$ cat src/rtl/div_issue_pkg.sv
// Shared types and funct3 encodings for the RV32M divide issue controller.
// Imported by the interface, the controller and its bench.
package div_issue_pkg;

  localparam int DW = 32;
  localparam int RW = 5;

  localparam logic [2:0] INST_DIV  = 3'b100;
  localparam logic [2:0] INST_DIVU = 3'b101;
  localparam logic [2:0] INST_REM  = 3'b110;
  localparam logic [2:0] INST_REMU = 3'b111;

  typedef enum logic [1:0] {
    IDLE,
    WAIT,
    DONE
  } div_issue_state_t;

endpackage

$ cat src/rtl/div_issue_if.sv
// EX-stage request, writeback and divider bundle for div_issue.
// slave is the controller side; master is the EX/divider side.
interface div_issue_if #(
  parameter int WIDTH = 32,
  parameter int RD_W  = 5
);

  logic             req_valid_i;
  logic [2:0]       req_op_i;
  logic [WIDTH-1:0] req_dividend_i;
  logic [WIDTH-1:0] req_divisor_i;
  logic [RD_W-1:0]  req_rd_i;
  logic             flush_i;
  logic             stall_o;
  logic             wb_valid_o;
  logic [WIDTH-1:0] wb_data_o;
  logic [RD_W-1:0]  wb_rd_o;
  logic             div_valid_o;
  logic [2:0]       div_op_o;
  logic [WIDTH-1:0] div_dividend_o;
  logic [WIDTH-1:0] div_divisor_o;
  logic [WIDTH-1:0] div_result_i;
  logic             div_ready_i;

  modport slave (
    input  req_valid_i, req_op_i,
    input  req_dividend_i, req_divisor_i,
    input  req_rd_i, flush_i,
    input  div_result_i, div_ready_i,
    output stall_o, wb_valid_o,
    output wb_data_o, wb_rd_o,
    output div_valid_o, div_op_o,
    output div_dividend_o, div_divisor_o
  );

  modport master (
    output req_valid_i, req_op_i,
    output req_dividend_i, req_divisor_i,
    output req_rd_i, flush_i,
    output div_result_i, div_ready_i,
    input  stall_o, wb_valid_o,
    input  wb_data_o, wb_rd_o,
    input  div_valid_o, div_op_o,
    input  div_dividend_o, div_divisor_o
  );

endinterface

$ cat src/rtl/div_issue.sv
// Issue/retire controller for DIV/DIVU/REM/REMU with a one-entry
// result cache that retires exact repeats without the divider.
module div_issue
  import div_issue_pkg::*;
#(
  parameter int WIDTH = 32,
  parameter int RD_W  = 5
) (
  input logic  clk_i,
  input logic  rst_ni,
  div_issue_if.slave bus
);

  div_issue_state_t state_q, state_d;

  logic             take;
  logic             hit;
  logic             fin;

  logic [2:0]       op_q;
  logic [WIDTH-1:0] dvd_q;
  logic [WIDTH-1:0] dvs_q;
  logic [RD_W-1:0]  rd_q;

  logic             c_vld_q;
  logic [2:0]       c_op_q;
  logic [WIDTH-1:0] c_dvd_q;
  logic [WIDTH-1:0] c_dvs_q;
  logic [WIDTH-1:0] c_res_q;

  logic [WIDTH-1:0] wb_data_q;
  logic [RD_W-1:0]  wb_rd_q;

  assign take = bus.req_valid_i
              & bus.req_op_i[2]
              & ~bus.flush_i;

  assign hit = c_vld_q
             & (c_op_q  == bus.req_op_i)
             & (c_dvd_q == bus.req_dividend_i)
             & (c_dvs_q == bus.req_divisor_i);

  // flush beats a same-cycle ready: result dropped, cache untouched
  assign fin = (state_q == WAIT)
             & bus.div_ready_i
             & ~bus.flush_i;

  always_ff @(posedge clk_i or negedge rst_ni) begin
    if (!rst_ni) begin
      state_q <= IDLE;
    end else begin
      state_q <= state_d;
    end
  end

  always_comb begin
    state_d = state_q;
    unique case (state_q)
      IDLE: begin
        if (take) state_d = hit ? DONE : WAIT;
      end
      WAIT: begin
        if (bus.flush_i)          state_d = IDLE;
        else if (bus.div_ready_i) state_d = DONE;
      end
      DONE:    state_d = IDLE;
      default: state_d = IDLE;
    endcase
  end

  always_comb begin
    bus.stall_o     = 1'b0;
    bus.div_valid_o = 1'b0;
    bus.wb_valid_o  = 1'b0;
    unique case (state_q)
      IDLE: bus.stall_o = take;
      WAIT: begin
        bus.stall_o     = 1'b1;
        bus.div_valid_o = 1'b1;
      end
      DONE:    bus.wb_valid_o = ~bus.flush_i;
      default: ;
    endcase
  end

  always_ff @(posedge clk_i or negedge rst_ni) begin
    if (!rst_ni) begin
      op_q      <= '0;
      dvd_q     <= '0;
      dvs_q     <= '0;
      rd_q      <= '0;
      c_vld_q   <= 1'b0;
      c_op_q    <= '0;
      c_dvd_q   <= '0;
      c_dvs_q   <= '0;
      c_res_q   <= '0;
      wb_data_q <= '0;
      wb_rd_q   <= '0;
    end else begin
      if ((state_q == IDLE) && take) begin
        op_q  <= bus.req_op_i;
        dvd_q <= bus.req_dividend_i;
        dvs_q <= bus.req_divisor_i;
        rd_q  <= bus.req_rd_i;
        if (hit) begin
          wb_data_q <= c_res_q;
          wb_rd_q   <= bus.req_rd_i;
        end
      end
      if (fin) begin
        wb_data_q <= bus.div_result_i;
        wb_rd_q   <= rd_q;
        c_vld_q   <= 1'b1;
        c_op_q    <= op_q;
        c_dvd_q   <= dvd_q;
        c_dvs_q   <= dvs_q;
        c_res_q   <= bus.div_result_i;
      end
    end
  end

  assign bus.div_op_o       = op_q;
  assign bus.div_dividend_o = dvd_q;
  assign bus.div_divisor_o  = dvs_q;
  assign bus.wb_data_o      = wb_data_q;
  assign bus.wb_rd_o        = wb_rd_q;

endmodule
$ cat src/flat_wrapper.sv
// flat-port wrapper written by rule: the top's interface ports become plain ports
module div_issue_flat import div_issue_pkg::*;
#(
  parameter int WIDTH = 32,
  parameter int RD_W  = 5
)
  (clk_i, rst_ni, bus_req_valid_i, bus_req_op_i, bus_req_dividend_i, bus_req_divisor_i, bus_req_rd_i, bus_flush_i, bus_div_result_i, bus_div_ready_i, bus_stall_o, bus_wb_valid_o, bus_wb_data_o, bus_wb_rd_o, bus_div_valid_o, bus_div_op_o, bus_div_dividend_o, bus_div_divisor_o);
  div_issue_if #(.WIDTH(WIDTH), .RD_W(RD_W)) bus_i ();
  input logic clk_i;
  input logic rst_ni;
  input wire logic [$bits(bus_i.req_valid_i)-1:0] bus_req_valid_i;
  input wire logic [$bits(bus_i.req_op_i)-1:0] bus_req_op_i;
  input wire logic [$bits(bus_i.req_dividend_i)-1:0] bus_req_dividend_i;
  input wire logic [$bits(bus_i.req_divisor_i)-1:0] bus_req_divisor_i;
  input wire logic [$bits(bus_i.req_rd_i)-1:0] bus_req_rd_i;
  input wire logic [$bits(bus_i.flush_i)-1:0] bus_flush_i;
  input wire logic [$bits(bus_i.div_result_i)-1:0] bus_div_result_i;
  input wire logic [$bits(bus_i.div_ready_i)-1:0] bus_div_ready_i;
  output wire logic [$bits(bus_i.stall_o)-1:0] bus_stall_o;
  output wire logic [$bits(bus_i.wb_valid_o)-1:0] bus_wb_valid_o;
  output wire logic [$bits(bus_i.wb_data_o)-1:0] bus_wb_data_o;
  output wire logic [$bits(bus_i.wb_rd_o)-1:0] bus_wb_rd_o;
  output wire logic [$bits(bus_i.div_valid_o)-1:0] bus_div_valid_o;
  output wire logic [$bits(bus_i.div_op_o)-1:0] bus_div_op_o;
  output wire logic [$bits(bus_i.div_dividend_o)-1:0] bus_div_dividend_o;
  output wire logic [$bits(bus_i.div_divisor_o)-1:0] bus_div_divisor_o;
  assign bus_i.req_valid_i = bus_req_valid_i;
  assign bus_i.req_op_i = bus_req_op_i;
  assign bus_i.req_dividend_i = bus_req_dividend_i;
  assign bus_i.req_divisor_i = bus_req_divisor_i;
  assign bus_i.req_rd_i = bus_req_rd_i;
  assign bus_i.flush_i = bus_flush_i;
  assign bus_i.div_result_i = bus_div_result_i;
  assign bus_i.div_ready_i = bus_div_ready_i;
  assign bus_stall_o = bus_i.stall_o;
  assign bus_wb_valid_o = bus_i.wb_valid_o;
  assign bus_wb_data_o = bus_i.wb_data_o;
  assign bus_wb_rd_o = bus_i.wb_rd_o;
  assign bus_div_valid_o = bus_i.div_valid_o;
  assign bus_div_op_o = bus_i.div_op_o;
  assign bus_div_dividend_o = bus_i.div_dividend_o;
  assign bus_div_divisor_o = bus_i.div_divisor_o;
  div_issue #(.WIDTH(WIDTH), .RD_W(RD_W)) u_core (.clk_i(clk_i), .rst_ni(rst_ni), .bus(bus_i));
endmodule
$ cat config.mk
export PLATFORM = sky130hd
export DESIGN_NAME = div_issue_flat
export DESIGN_NICKNAME = d
export VERILOG_FILES = /design/src/rtl/div_issue_pkg.sv /design/src/rtl/div_issue_if.sv /design/src/rtl/div_issue.sv /design/src/flat_wrapper.sv
export SDC_FILE = /design/constraint.sdc
export NUM_CORES = 1
export LEC_CHECK = 0
export ABC_CLOCK_PERIOD_IN_PS = 2950
export BUFFER_PORTS_ARGS = -buffer_cell sky130_fd_sc_hd__clkbuf_2
export CAP_MARGIN = 20
export CORE_UTILIZATION = 50
export DETAILED_ROUTE_END_ITERATION = 8
export GPL_TIMING_DRIVEN = 1
export PLACE_DENSITY = 0.75
export SYNTH_ARGS = -nofsm -noshare
export SYNTH_HDL_FRONTEND = slang
export SYNTH_SLANG_ARGS = --single-unit
$ cat constraint.sdc
create_clock -name clk_i -period 2.95 [get_ports clk_i]
set_clock_uncertainty 0.2 [all_clocks]
set_input_delay 0.1475 -clock clk_i [delete_from_list [all_inputs] [get_ports clk_i]]
set_output_delay 0.1475 -clock clk_i [all_outputs]
set_load 0.02 [all_outputs]
==> metrics.md, run 1 <==
| Metric | Value |
|---|---|
| Outcome | `completed` |
| Worst Reg-to-Reg Cells | `7` |
| Core Box Area | `between 0.015 and 0.02 mm^2` |
| Initial Util | `0.512` |
| Max FO, Critical Path | `62` |
| DR vias/cell | `around 5.4` |
| RSZ-0062 raised after global routing | `false` |
| 1st-pass router iterations | `5` |
| Setup bufs post-CTS | `0` |
| Slew Viols, Final | `0` |
| Met2 wire length | `12500 um` |
| Site Rows | `49` |
| MaxCap Viol Count | `0` |
| Boundary Pins | `216` |
| Most frequent cells in the layout | `nand2_1 (304), clkbuf_2 (214), dfrtp_1 (211), dlygate4sd3_1 (106), mux2_2 (71)` |
| Final HPWL DP | `16700 um` |
| Worst r2r src | `u_core.c_dvd_q[23]` |
| Total grt overflow | `0` |
| Area growth syn-to-layout | `34.7%` |
| Highest metal used | `met4` |
| Via count of the routed design | `about 7900` |
| M1 wire length | `between 10000 and 15000 um` |
| Combinational power share | `0.267` |
| Distinct cells, synth | `33` |
| Clock Latency Late Sink | `0.49 ns` |
| Final worst path period share | `0.855` |
| CP required | `~3.2 ns` |
| Routed WL | `~26000 um` |
| Worst-Margin Slew | `0.743 ns` |
| GP Congestion | `between 0.8 and 0.9` |
| Crit path launch type | `register` |
| Root Driver | `clkbuf_16` |
| Psw | `3.13 mW` |
| Switch share | `0.325` |
| Initial antenna violation count | `0` |
| Placed cell count | `1311` |
| Seq pwr share | `0.436` |
| TNS Setup | `0 ns` |
| Port Buffers | `215` |
| P_int | `6.52 mW` |
| Sequential fraction of the synthesis area | `0.572` |
| Final Core Density | `0.690` |
| Hold WC Path Type | `in2async` |
| Max VDD drop | `between 0.5 and 0.6 mV` |
| Avg Cell Area, Syn | `10.3 um^2` |
| Yosys warnings | `0` |
| Final hold vios | `0` |
| Worst Path Arrival | `2.74 ns` |
| Fmax | `397 MHz` |
| Reg2Reg Capture Point | `u_core.bus.wb_data_o[6]` |
| Setup violators final | `0` |
| Initial DRC Count | `557` |
| Die H | `138 um` |
| Num CTS Buffers | `23` |
| Power Density | `777 mW/mm^2` |
| Mapped Area | `between 0.009 and 0.01 mm^2` |
| #FFs+latches synth | `211` |
| Setup CP Type | `reg2reg` |
| Vias in the first global route | `roughly 7800` |
| Fin nets | `1322` |
| DRC violations left | `0` |
| Layout cell share with drive strength beyond 1 | `0.282` |
| Largest net degree at the start of global routing | `72` |
| Mapped Nets | `1004` |
| Clk network pwr share | `0.297` |
| Post-route antenna net violation count | `0` |
| Min cycle time layout | `2.52 ns` |
| Reg clk slew, reported paths | `0.06 ns` |
| Routed wl met3 | `1380 um` |
| Slack of the worst reg-to-reg path | `0.43 ns` |
| Synthesized instance count | `about 900` |
| Global-route wire length before repair | `a little over 40000 um` |
| GRT Util Overall | `0.273` |
| Max clock buf depth | `3` |
| CTS tree | `built` |
| Commonest non-fill, non-tap cell in the layout | `nand2_1` |
| Nature of the critical path endpoint | `register` |
| Average wire per cell in the routed design | `between 15 and 20 um` |
| Antenna fix cells | `0` |
| Leak | `around 6.1 nW` |
| Sink Count | `211` |
| Post-Layout Cell Count | `1454` |
| Die area | `0.0190 mm^2` |
| Tot Pwr | `9.66 mW` |
| Die Width | `about 140 um` |
| Slew headroom | `0.505` |
| CTS H-tree lvls | `1` |
==> routing by layer <==
layer | vias up | GRT usage
met5 | - | 0
met4 | 0 | 0.0960
met3 | 64 | 0.0384
met2 | 287 | 0.443
met1 | 3878 | 0.376
li1 | 3642 | -
==> state kept, by name (all words and copies together), names as in the netlist <==
signal / count
u_core.bus.div_dividend_o: 32
u_core.bus.div_divisor_o: 32
u_core.bus.wb_data_o: 32
u_core.c_dvd_q: 32
u_core.c_dvs_q: 32
u_core.c_res_q: 32
u_core.bus.wb_rd_o: 5
u_core.rd_q: 5
u_core.bus.div_op_o: 3
u_core.c_op_q: 3
u_core.state_q: 2
u_core.c_vld_q: 1
==> how the worst max path moves through the flow <==
stage | startpoint | end | slack, ns | cells after the start
finish | u_core.c_dvd_q[23] | u_core.bus.wb_data_o[6] | 0.43 | 7
global route | u_core.c_dvd_q[6] | u_core.bus.wb_data_o[6] | 0.35 | 8
CTS | u_core.c_dvd_q[23] | u_core.bus.wb_data_o[6] | 0.46 | 7
detailed placement | u_core.c_dvd_q[23] | u_core.bus.wb_data_o[6] | 0.47 | 7
global placement | u_core.c_dvd_q[23] | u_core.bus.wb_data_o[8] | 0.53 | 7
floorplan | u_core.c_dvd_q[23] | u_core.bus.wb_data_o[6] | 0.59 | 7
==> stage by stage <==
step / hold slack (ns) / worst slack [ns] / instance area [um^2]
after floorplan: -0.348 / 0.591 / 9230
after global placement: -0.00153 / 0.532 / 10600
after detailed placement: 0.00205 / 0.471 / 10600
after CTS: 0.0451 / 0.462 / 12400
after global routing: 0.0919 / 0.345 / 12400
final: 0.0321 / 0.428 / 12400
==> worst max-delay path: stages (launching register included) <==
cell and delay, ns:
dfrtp_1 0.41, xor2_1 0.15, or4_4 0.54, nor4_4 0.27, nand4_4 0.14, buf_12 0.21
or3_1 0.39, nand3_1 0.10
==> cells in the mapped netlist <==
| master | count | area share |
|---|---|---|
| mux2_2 | 71 | 0.087 |
| nand4_1 | 26 | 0.018 |
| xor2_1 | 13 | 0.012 |
| or4_4 | 1 | 0.0012 |
| or3_1 | 30 | 0.020 |
| o221ai_1 | 5 | 0.0047 |
| and4_1 | 1 | 0.00095 |
| nor2b_1 | 2 | 0.0014 |
| nand2_1 | 305 | 0.12 |
| buf_1 | 7 | 0.0028 |
| inv_1 | 14 | 0.0057 |
| a31o_2 | 1 | 0.00095 |
| nor2_1 | 3 | 0.0012 |
| or4_1 | 1 | 0.00081 |
| nor4_4 | 1 | 0.0023 |
| o21ai_0 | 2 | 0.0011 |
| nor3_1 | 5 | 0.0027 |
| and2_1 | 1 | 0.00068 |
| clkbuf_1 | 36 | 0.015 |
| or2_2 | 1 | 0.00068 |
| nand2b_1 | 20 | 0.014 |
| buf_6 | 3 | 0.0037 |
| nand3_1 | 38 | 0.021 |
| dfrtp_1 | 211 | 0.57 |
| nor4_1 | 7 | 0.0047 |
| o211ai_1 | 32 | 0.026 |
| o2111ai_1 | 3 | 0.0028 |
| nor4b_1 | 3 | 0.0028 |
| nor3b_1 | 1 | 0.00081 |
| nand4_4 | 1 | 0.0023 |
| xnor2_1 | 48 | 0.046 |
| a22o_1 | 1 | 0.00095 |
| and4b_1 | 1 | 0.0011 |
==> repair_timing <==
| action | in CTS | in global routing |
|---|---|---|
| endpoints found under the hold margin | 337 | 0 |
| hold buffers | 106 | 0 |
| gates resized for setup | 0 | 0 |
==> kinds of logic after synthesis <==
kind of cell / count (synthesis) / synth area share
buffers and inverters: 60 / 0.0268
AOI/OAI and AO/OA: 44 / 0.0366
DFF: 211 / 0.572
xor gates and xnor gates: 61 / 0.0579
muxes: 71 / 0.0866
and+or+nand+nor: 448 / 0.220
==> layout make-up <==
type / count / area, um^2
clock inverters: 3 / 65.1
repair buffers: 339 / 2340
fillers: 1286 / 5590
multi-input cells: 624 / 3720
well taps: 229 / 287
flip-flops and latches: 211 / 5280
inverters: 14 / 52.6
clock buffers: 34 / 687
==> power by group through the flow <==
stage | combinational [mW] | clock [mW] | sequential, mW
global placement | 2.40 | 0 | 4.19
finish | 2.58 | 2.87 | 4.21
global route | 2.84 | 3.00 | 4.30
detailed placement | 2.45 | 0 | 4.23
CTS | 2.58 | 2.92 | 4.19
floorplan | 1.14 | 0 | 4.57
Power figures use the tool's default switching activity.
==> run 2: changes to the inputs <==
Settings changed: ABC_CLOCK_PERIOD_IN_PS 2950 to 2050, CORE_UTILIZATION 50 to 49, PLACE_DENSITY 0.75 to 0.77.
Clock period 2.95 ns to 2.05 ns, I/O delays scaled along.
==> run 2 against run 1 <==
The flow now finishes with violations (DRC, setup timing). Die area rose by 2.0%. Total power rose by 51%. Critical path depth rose by 1. Hold slack improved by 0.13 ns. First-iteration DRC count fell by 1.1%. Setup slack got worse by 0.82 ns.
==> metrics.md, run 2 (same netlist as run 1, synthesis figures left out) <==
| Metric | Value |
|---|---|
| Worst setup path endpoint | `u_core.bus.wb_data_o[11] (was u_core.bus.wb_data_o[6])` |
| Antenna fix cells | `0 (unchanged)` |
| Total grt overflow | `0 (unchanged)` |
| Final HPWL DP | `17200 um (was 16700 um)` |
| Layout cell share with drive strength beyond 1 | `0.340 (was 0.282)` |
| Fin nets | `1377 (was 1322)` |
| Final hold vios | `0 (unchanged)` |
| Slack of the worst reg-to-reg path | `-0.39 ns (was 0.43 ns)` |
| Post-Layout Cell Count | `1514 (was 1454)` |
| Sink Count | `211 (unchanged)` |
| TNS Setup | `-12.52 ns (was 0 ns)` |
| Fillcell total | `1202 (was 1286)` |
| Global-route wire length before repair | `43000 um (was 40200 um)` |
| GP Congestion | `0.877 (was 0.871)` |
| Area growth syn-to-layout | `43.5% (was 34.7%)` |
| Worst r2r src | `u_core.c_op_q[1] (was u_core.c_dvd_q[23])` |
| Placed cell count | `1358 (was 1311)` |
| Vias in the first global route | `8230 (was 7793)` |
| Site Rows | `49 (unchanged)` |
| Failing checks | `DRC, setup timing` |
| Most frequent cells in the layout | `nand2_1 (303), clkbuf_2 (214), dfrtp_1 (211), dlygate4sd3_1 (107), mux2_2 (71) (was nand2_1 (304), clkbuf_2 (214), dfrtp_1 (211), dlygate4sd3_1 (106), mux2_2 (71))` |
| 1st-pass router iterations | `7 (was 5)` |
| Slew Viols, Final | `0 (unchanged)` |
| Leak | `6.57 nW (was 6.12 nW)` |
| Initial DRC Count | `551 (was 557)` |
| Largest net degree at the start of global routing | `63 (was 72)` |
| CP required | `2.23 ns (was 3.17 ns)` |
| Initial antenna violation count | `0 (unchanged)` |
| Post-route antenna net violation count | `0 (unchanged)` |
| Slew headroom | `0.672 (was 0.505)` |
| Clock Latency Late Sink | `0.51 ns (was 0.49 ns)` |
| Power Density | `1100 mW/mm^2 (was 777 mW/mm^2)` |
| Setup violators final | `38 (was 0)` |
| Routed WL | `27500 um (was 25800 um)` |
| Hold Path Cell Cnt | `4` |
| CTS H-tree lvls | `1 (unchanged)` |
| Average wire per cell in the routed design | `18.1 um (was 17.7 um)` |
| MaxCap Viol Count | `0 (unchanged)` |
| DR vias/cell | `5.37 (was 5.41)` |
| Boundary Pins | `216 (unchanged)` |
| Initial Util | `0.507 (was 0.512)` |
| Hold WC Path Type | `in2reg (was in2async)` |
| Reg2Reg Capture Point | `u_core.bus.wb_data_o[11] (was u_core.bus.wb_data_o[6])` |
| Setup CP Type | `reg2reg (unchanged)` |
| DRC violations left | `12 (was 0)` |
| Placed Area | `0.0111 mm^2 (was 0.0106 mm^2)` |
| Outcome | `finished with violations (was completed)` |
| Port Buffers | `215 (unchanged)` |
| Die H | `139 um (was 138 um)` |
| Root Driver | `clkbuf_16 (unchanged)` |
| Min cycle time layout | `2.44 ns (was 2.52 ns)` |
| Nature of the critical path endpoint | `register (unchanged)` |
| Worst Reg-to-Reg Cells | `8 (was 7)` |
| Crit path launch type | `register (unchanged)` |
| RSZ-0062 raised after global routing | `true (was false)` |
| Die Width | `139 um (was 138 um)` |
| Crit. Startpoint | `u_core.c_op_q[1] (was u_core.c_dvd_q[23])` |
| Max VDD drop | `0.749 mV (was 0.507 mV)` |
| Commonest non-fill, non-tap cell in the layout | `nand2_1 (unchanged)` |
| Reg clk slew, reported paths | `0.06 ns (about the same)` |
| CTS tree | `built (unchanged)` |
| Max FO, Critical Path | `8 (was 62)` |
| Num CTS Buffers | `23 (unchanged)` |
| GRT Util Overall | `0.281 (was 0.273)` |
| Worst Path Arrival | `2.62 ns (was 2.74 ns)` |
| Die area | `0.0194 mm^2 (was 0.0190 mm^2)` |
| PnR worst setup slack | `-0.395 ns (was 0.428 ns)` |
| Final instance area | `0.0132 mm^2 (was 0.0124 mm^2)` |
| Core Box Area | `0.0182 mm^2 (was 0.0180 mm^2)` |
| Fmax | `409 MHz (was 397 MHz)` |
| Worst-Margin Slew | `0.491 ns (was 0.743 ns)` |
| Via count of the routed design | `8127 (was 7871)` |
| Final worst path period share | `1.19 (was 0.855)` |
| Max clock buf depth | `3 (unchanged)` |
## run 2: worst min path at each step
stage	startpoint	to	slack (ns)
2_1_floorplan	rst_ni	u_core.bus.div_dividend_o[0]	-0.39
3_3_place_gp	rst_ni	u_core.bus.div_divisor_o[7]	-0.1
3_5_place_dp	rst_ni	u_core.bus.div_dividend_o[30]	-0.1
4_1_cts	bus_req_op_i[0]	u_core.state_q[0]	0.09
5_1_grt	bus_div_result_i[0]	u_core.c_res_q[0]	0.16
6_report	bus_div_result_i[27]	u_core.c_res_q[27]	0.16
## run 2: final cells by class
class                           instances  area (um^2)  share of cell area
Sequential cell                       211         5280               0.399
Multi-Input combinational cell        624         3930               0.297
Timing Repair Buffer                  394         2920               0.220
Clock buffer                           26          617              0.0466
Tap cell                              229          287              0.0216
Clock inverter                         16          164              0.0124
Inverter                               14         52.6             0.00397
## run 2: what timing repair did
action                                  4_1_cts  5_1_grt
resized for setup                            13       20
pin swaps                                     3       36
endpoints found under the hold margin       353        0
hold buffers                                107        0
setup buffers                                 1        3
endpoints found under the setup margin       39       45
cloned                                        2        1
## run 2: metal layers
metal | wire length [um] | part of all wire | global-route usage | vias to the layer above
met1 | 11200 | 0.41 | 0.371 | 3953
met5 | 0 | 0 | 0 | -
met4 | 988 | 0.036 | 0.117 | 0
met3 | 1850 | 0.067 | 0.0444 | 74
met2 | 13500 | 0.49 | 0.463 | 342
li1 | - | - | - | 3758
## run 2: power breakdown
group          switching [mW]  internal, mW
Clock                    1.70          2.54
Sequential              0.803          5.30
Combinational            2.32          1.94
## run 2: per-stage QoR
stage | hold WS [ns] | utilization | setup WS [ns] | power (mW)
floorplan | -0.393 | - | -0.199 | 8.22
global placement | -0.0979 | 0.609 | -0.333 | 9.86
detailed placement | -0.0953 | 0.609 | -0.346 | 10.0
CTS | 0.0933 | 0.718 | -0.340 | 14.5
global route | 0.156 | 0.727 | -0.480 | 15.3
finish | 0.158 | 0.727 | -0.395 | 14.6
## run 2: worst max-delay path: stages, from the launching register on
cell and delay, ns:
dfrtp_1 0.40, xor2_1 0.19, or4_4 0.54, nor4_4 0.19, nand4_4 0.18, buf_12 0.18, buf_16 0.14, o211ai_1 0.20
nand3_1 0.10
==> run 3: changes to the inputs <==
Settings changed: GPL_TIMING_DRIVEN 1 to 0, HOLD_SLACK_MARGIN set to 0.08.
==> run 3 against run 2 <==
The flow still finishes with violations (DRC, setup timing). Non-clock buffer count down 18. Wire length down 1.1%. Via count down 0.76%. Design area down 2.8%. Clock-buffer cell count up 8. Sequential power about the same. Critical path depth down 1. Setup slack worse by 0.068 ns. Die area unchanged. Total power down 1.7%.
==> metrics.md, run 3 (same netlist as run 1, synthesis figures left out) <==
| Metric | Value |
|---|---|
| Outcome | `finished with violations (unchanged)` |
| Failing checks | `DRC, setup timing (unchanged)` |
| Critical Path Max Stage Delay | `0.57 ns (was 0.54 ns)` |
| Most frequent cells in the layout | `nand2_1 (304), clkbuf_2 (226), dfrtp_1 (211), dlygate4sd3_1 (108), mux2_2 (71) (was nand2_1 (303), clkbuf_2 (214), dfrtp_1 (211), dlygate4sd3_1 (107), mux2_2 (71))` |
| Initial antenna violation count | `0 (unchanged)` |
| Routed WL | `27200 um (was 27500 um)` |
| Layout cell share with drive strength beyond 1 | `0.316 (was 0.340)` |
| Antenna fix cells | `0 (unchanged)` |
| Min cycle time layout | `2.51 ns (was 2.44 ns)` |
| Post-route antenna net violation count | `0 (unchanged)` |
| Die Width | `139 um (unchanged)` |
| Commonest non-fill, non-tap cell in the layout | `nand2_1 (unchanged)` |
| Hold slack | `0.0347 ns (was 0.158 ns)` |
| Total grt overflow | `0 (unchanged)` |
| Reg clk slew, reported paths | `0.06 ns (about the same)` |
| Slowest stage cell on the critical path | `or4_1 (was or4_4)` |
| Stages on the worst setup path | `7 (was 8)` |
| Vias in the first global route | `8220 (was 8230)` |
| Setup violators final | `38 (unchanged)` |
| Initial Util | `0.507 (unchanged)` |
| 1st-pass router iterations | `7 (unchanged)` |
| Worst Reg-to-Reg Cells | `7 (was 8)` |
| MaxCap Viol Count | `0 (unchanged)` |
| Max VDD drop | `0.785 mV (was 0.749 mV)` |
| Area growth syn-to-layout | `39.5% (was 43.5%)` |
| Post-Layout Cell Count | `1496 (was 1514)` |
| Fmax | `398 MHz (was 409 MHz)` |
| Worst Path Arrival | `2.76 ns (was 2.62 ns)` |
| PnR worst setup slack | `-0.463 ns (was -0.395 ns)` |
| Delay-heaviest family, CP | `simple AND/OR/NAND/NOR gates (unchanged)` |
| Power Density | `1110 mW/mm^2 (was 1100 mW/mm^2)` |
| Global-route wire length before repair | `42900 um (was 43000 um)` |
| Initial DRC Count | `619 (was 551)` |
| Sink Count | `211 (unchanged)` |
| Num CTS Buffers | `23 (unchanged)` |
| Tot Pwr | `14.4 mW (was 14.6 mW)` |
| Worst-path cell chain | `xor2_2 -> or4_1 -> nor3_2 -> nand4_4 -> buf_6 -> or3_1 -> nand3_1 (was xor2_1 -> or4_4 -> nor4_4 -> nand4_4 -> buf_12 -> buf_16 -> o211ai_1 -> nand3_1)` |
| Worst path bufs/invs | `1 (was 2)` |
| CTS H-tree lvls | `1 (unchanged)` |
| CTS tree | `built (unchanged)` |
| Max FO, Critical Path | `10 (was 8)` |
| Boundary Pins | `216 (unchanged)` |
| Final HPWL DP | `18000 um (was 17200 um)` |
| Worst-Margin Slew | `0.758 ns (was 0.491 ns)` |
| Clock Latency Late Sink | `0.51 ns (about the same)` |
| Placed cell count | `1340 (was 1358)` |
| Site Rows | `49 (unchanged)` |
| Final hold vios | `0 (unchanged)` |
| Core Box Area | `0.0182 mm^2 (unchanged)` |
| Max clock buf depth | `3 (unchanged)` |
| Average wire per cell in the routed design | `18.2 um (was 18.1 um)` |
| Setup CP Type | `reg2reg (unchanged)` |
| Root Driver | `clkbuf_16 (unchanged)` |
| Slew headroom | `0.495 (was 0.672)` |
| Nature of the critical path endpoint | `register (unchanged)` |
| Via count of the routed design | `8065 (was 8127)` |
| Leak | `6.36 nW (was 6.57 nW)` |
| Final worst path period share | `1.23 (was 1.19)` |
| GP Congestion | `0.916 (was 0.877)` |
| Port Buffers | `215 (unchanged)` |
| GRT Util Overall | `0.281 (about the same)` |
| DRC violations left | `12 (unchanged)` |
| CP required | `2.30 ns (was 2.23 ns)` |
| Slew Viols, Final | `0 (unchanged)` |
| DR vias/cell | `5.39 (was 5.37)` |
| Die H | `139 um (unchanged)` |
| Die area | `0.0194 mm^2 (unchanged)` |
| Crit path launch type | `register (unchanged)` |
| Hold WC Path Type | `in2async (was in2reg)` |
| Fillcell total | `1285 (was 1202)` |
| RSZ-0062 raised after global routing | `true (unchanged)` |
| Fin nets | `1359 (was 1377)` |
| Largest net degree at the start of global routing | `115 (was 63)` |
==> run 3: cell count changes in the layout (fill, tap and decap cells not counted), sizes merged <==
cell / change
buf: -50
bufinv: -1
clkbuf: +39
clkinv: -7
clkinvlp: -1
dlygate4sd3: +1
inv: +1
==> run 3: final timing paths <==
path,from,end,slack [ns]
setup / recovery,u_core.c_dvd_q[5],u_core.bus.wb_data_o[13],-0.46
hold / removal,rst_ni,u_core.bus.div_dividend_o[30],0.03
setup reg to reg,u_core.c_dvd_q[5],u_core.bus.wb_data_o[13],-0.46
hold reg to reg,u_core.c_res_q[3],u_core.c_res_q[3],0.26
max in group asynchronous,rst_ni,u_core.c_dvs_q[8],0.50
min in group clk_i,bus_req_valid_i,u_core.rd_q[4],0.12
==> run 3: layout make-up <==
type	instances	area [um^2]	share of cell area
Sequential cell	211	5280	0.410
Multi-Input combinational cell	624	3930	0.305
Timing Repair Buffer	331	2250	0.175
Clock buffer	34	707	0.0549
Tap cell	229	287	0.0222
Buffer	45	269	0.0209
Clock inverter	8	100	0.00777
Inverter	14	52.6	0.00408
==> run 3: metrics by stage <==
stage / setup TNS (ns) / setup slack [ns] / utilization / area (um^2)
floorplan: -6.03 / -0.199 / - / 9260
global placement: -813.78 / -3.46 / 0.584 / 10600
detailed placement: -91.18 / -0.823 / 0.586 / 10700
CTS: -13.66 / -0.431 / 0.699 / 12700
global route: -17.42 / -0.539 / 0.707 / 12900
finish: -14.66 / -0.463 / 0.707 / 12900
==> run 3: where the power goes <==
part           total [mW]  internal [mW]  leakage, nW  switching [mW]
Clock                4.34           2.64        0.400            1.70
Sequential           6.11           5.30         2.62           0.813
Combinational        3.90           1.64         3.34            2.26
Total                14.4           9.58         6.36            4.78
==> run 3: routing by layer <==
metal  GRT usage  up-vias  part of all wire
li1            -     3725                 -
met1       0.378     3923              0.42
met2       0.443      340              0.46
met3      0.0564       77             0.073
met4       0.127        0             0.043
met5           0        -                 0
==> run 3: what timing repair did <==
item,4_1_cts,5_1_grt
gates cloned,0,0
endpoints found under the hold margin,244,0
pin swaps,3,5
setup buffers,5,2
hold buffers,108,0
endpoints found under the setup margin,211,140
resized for setup,44,35
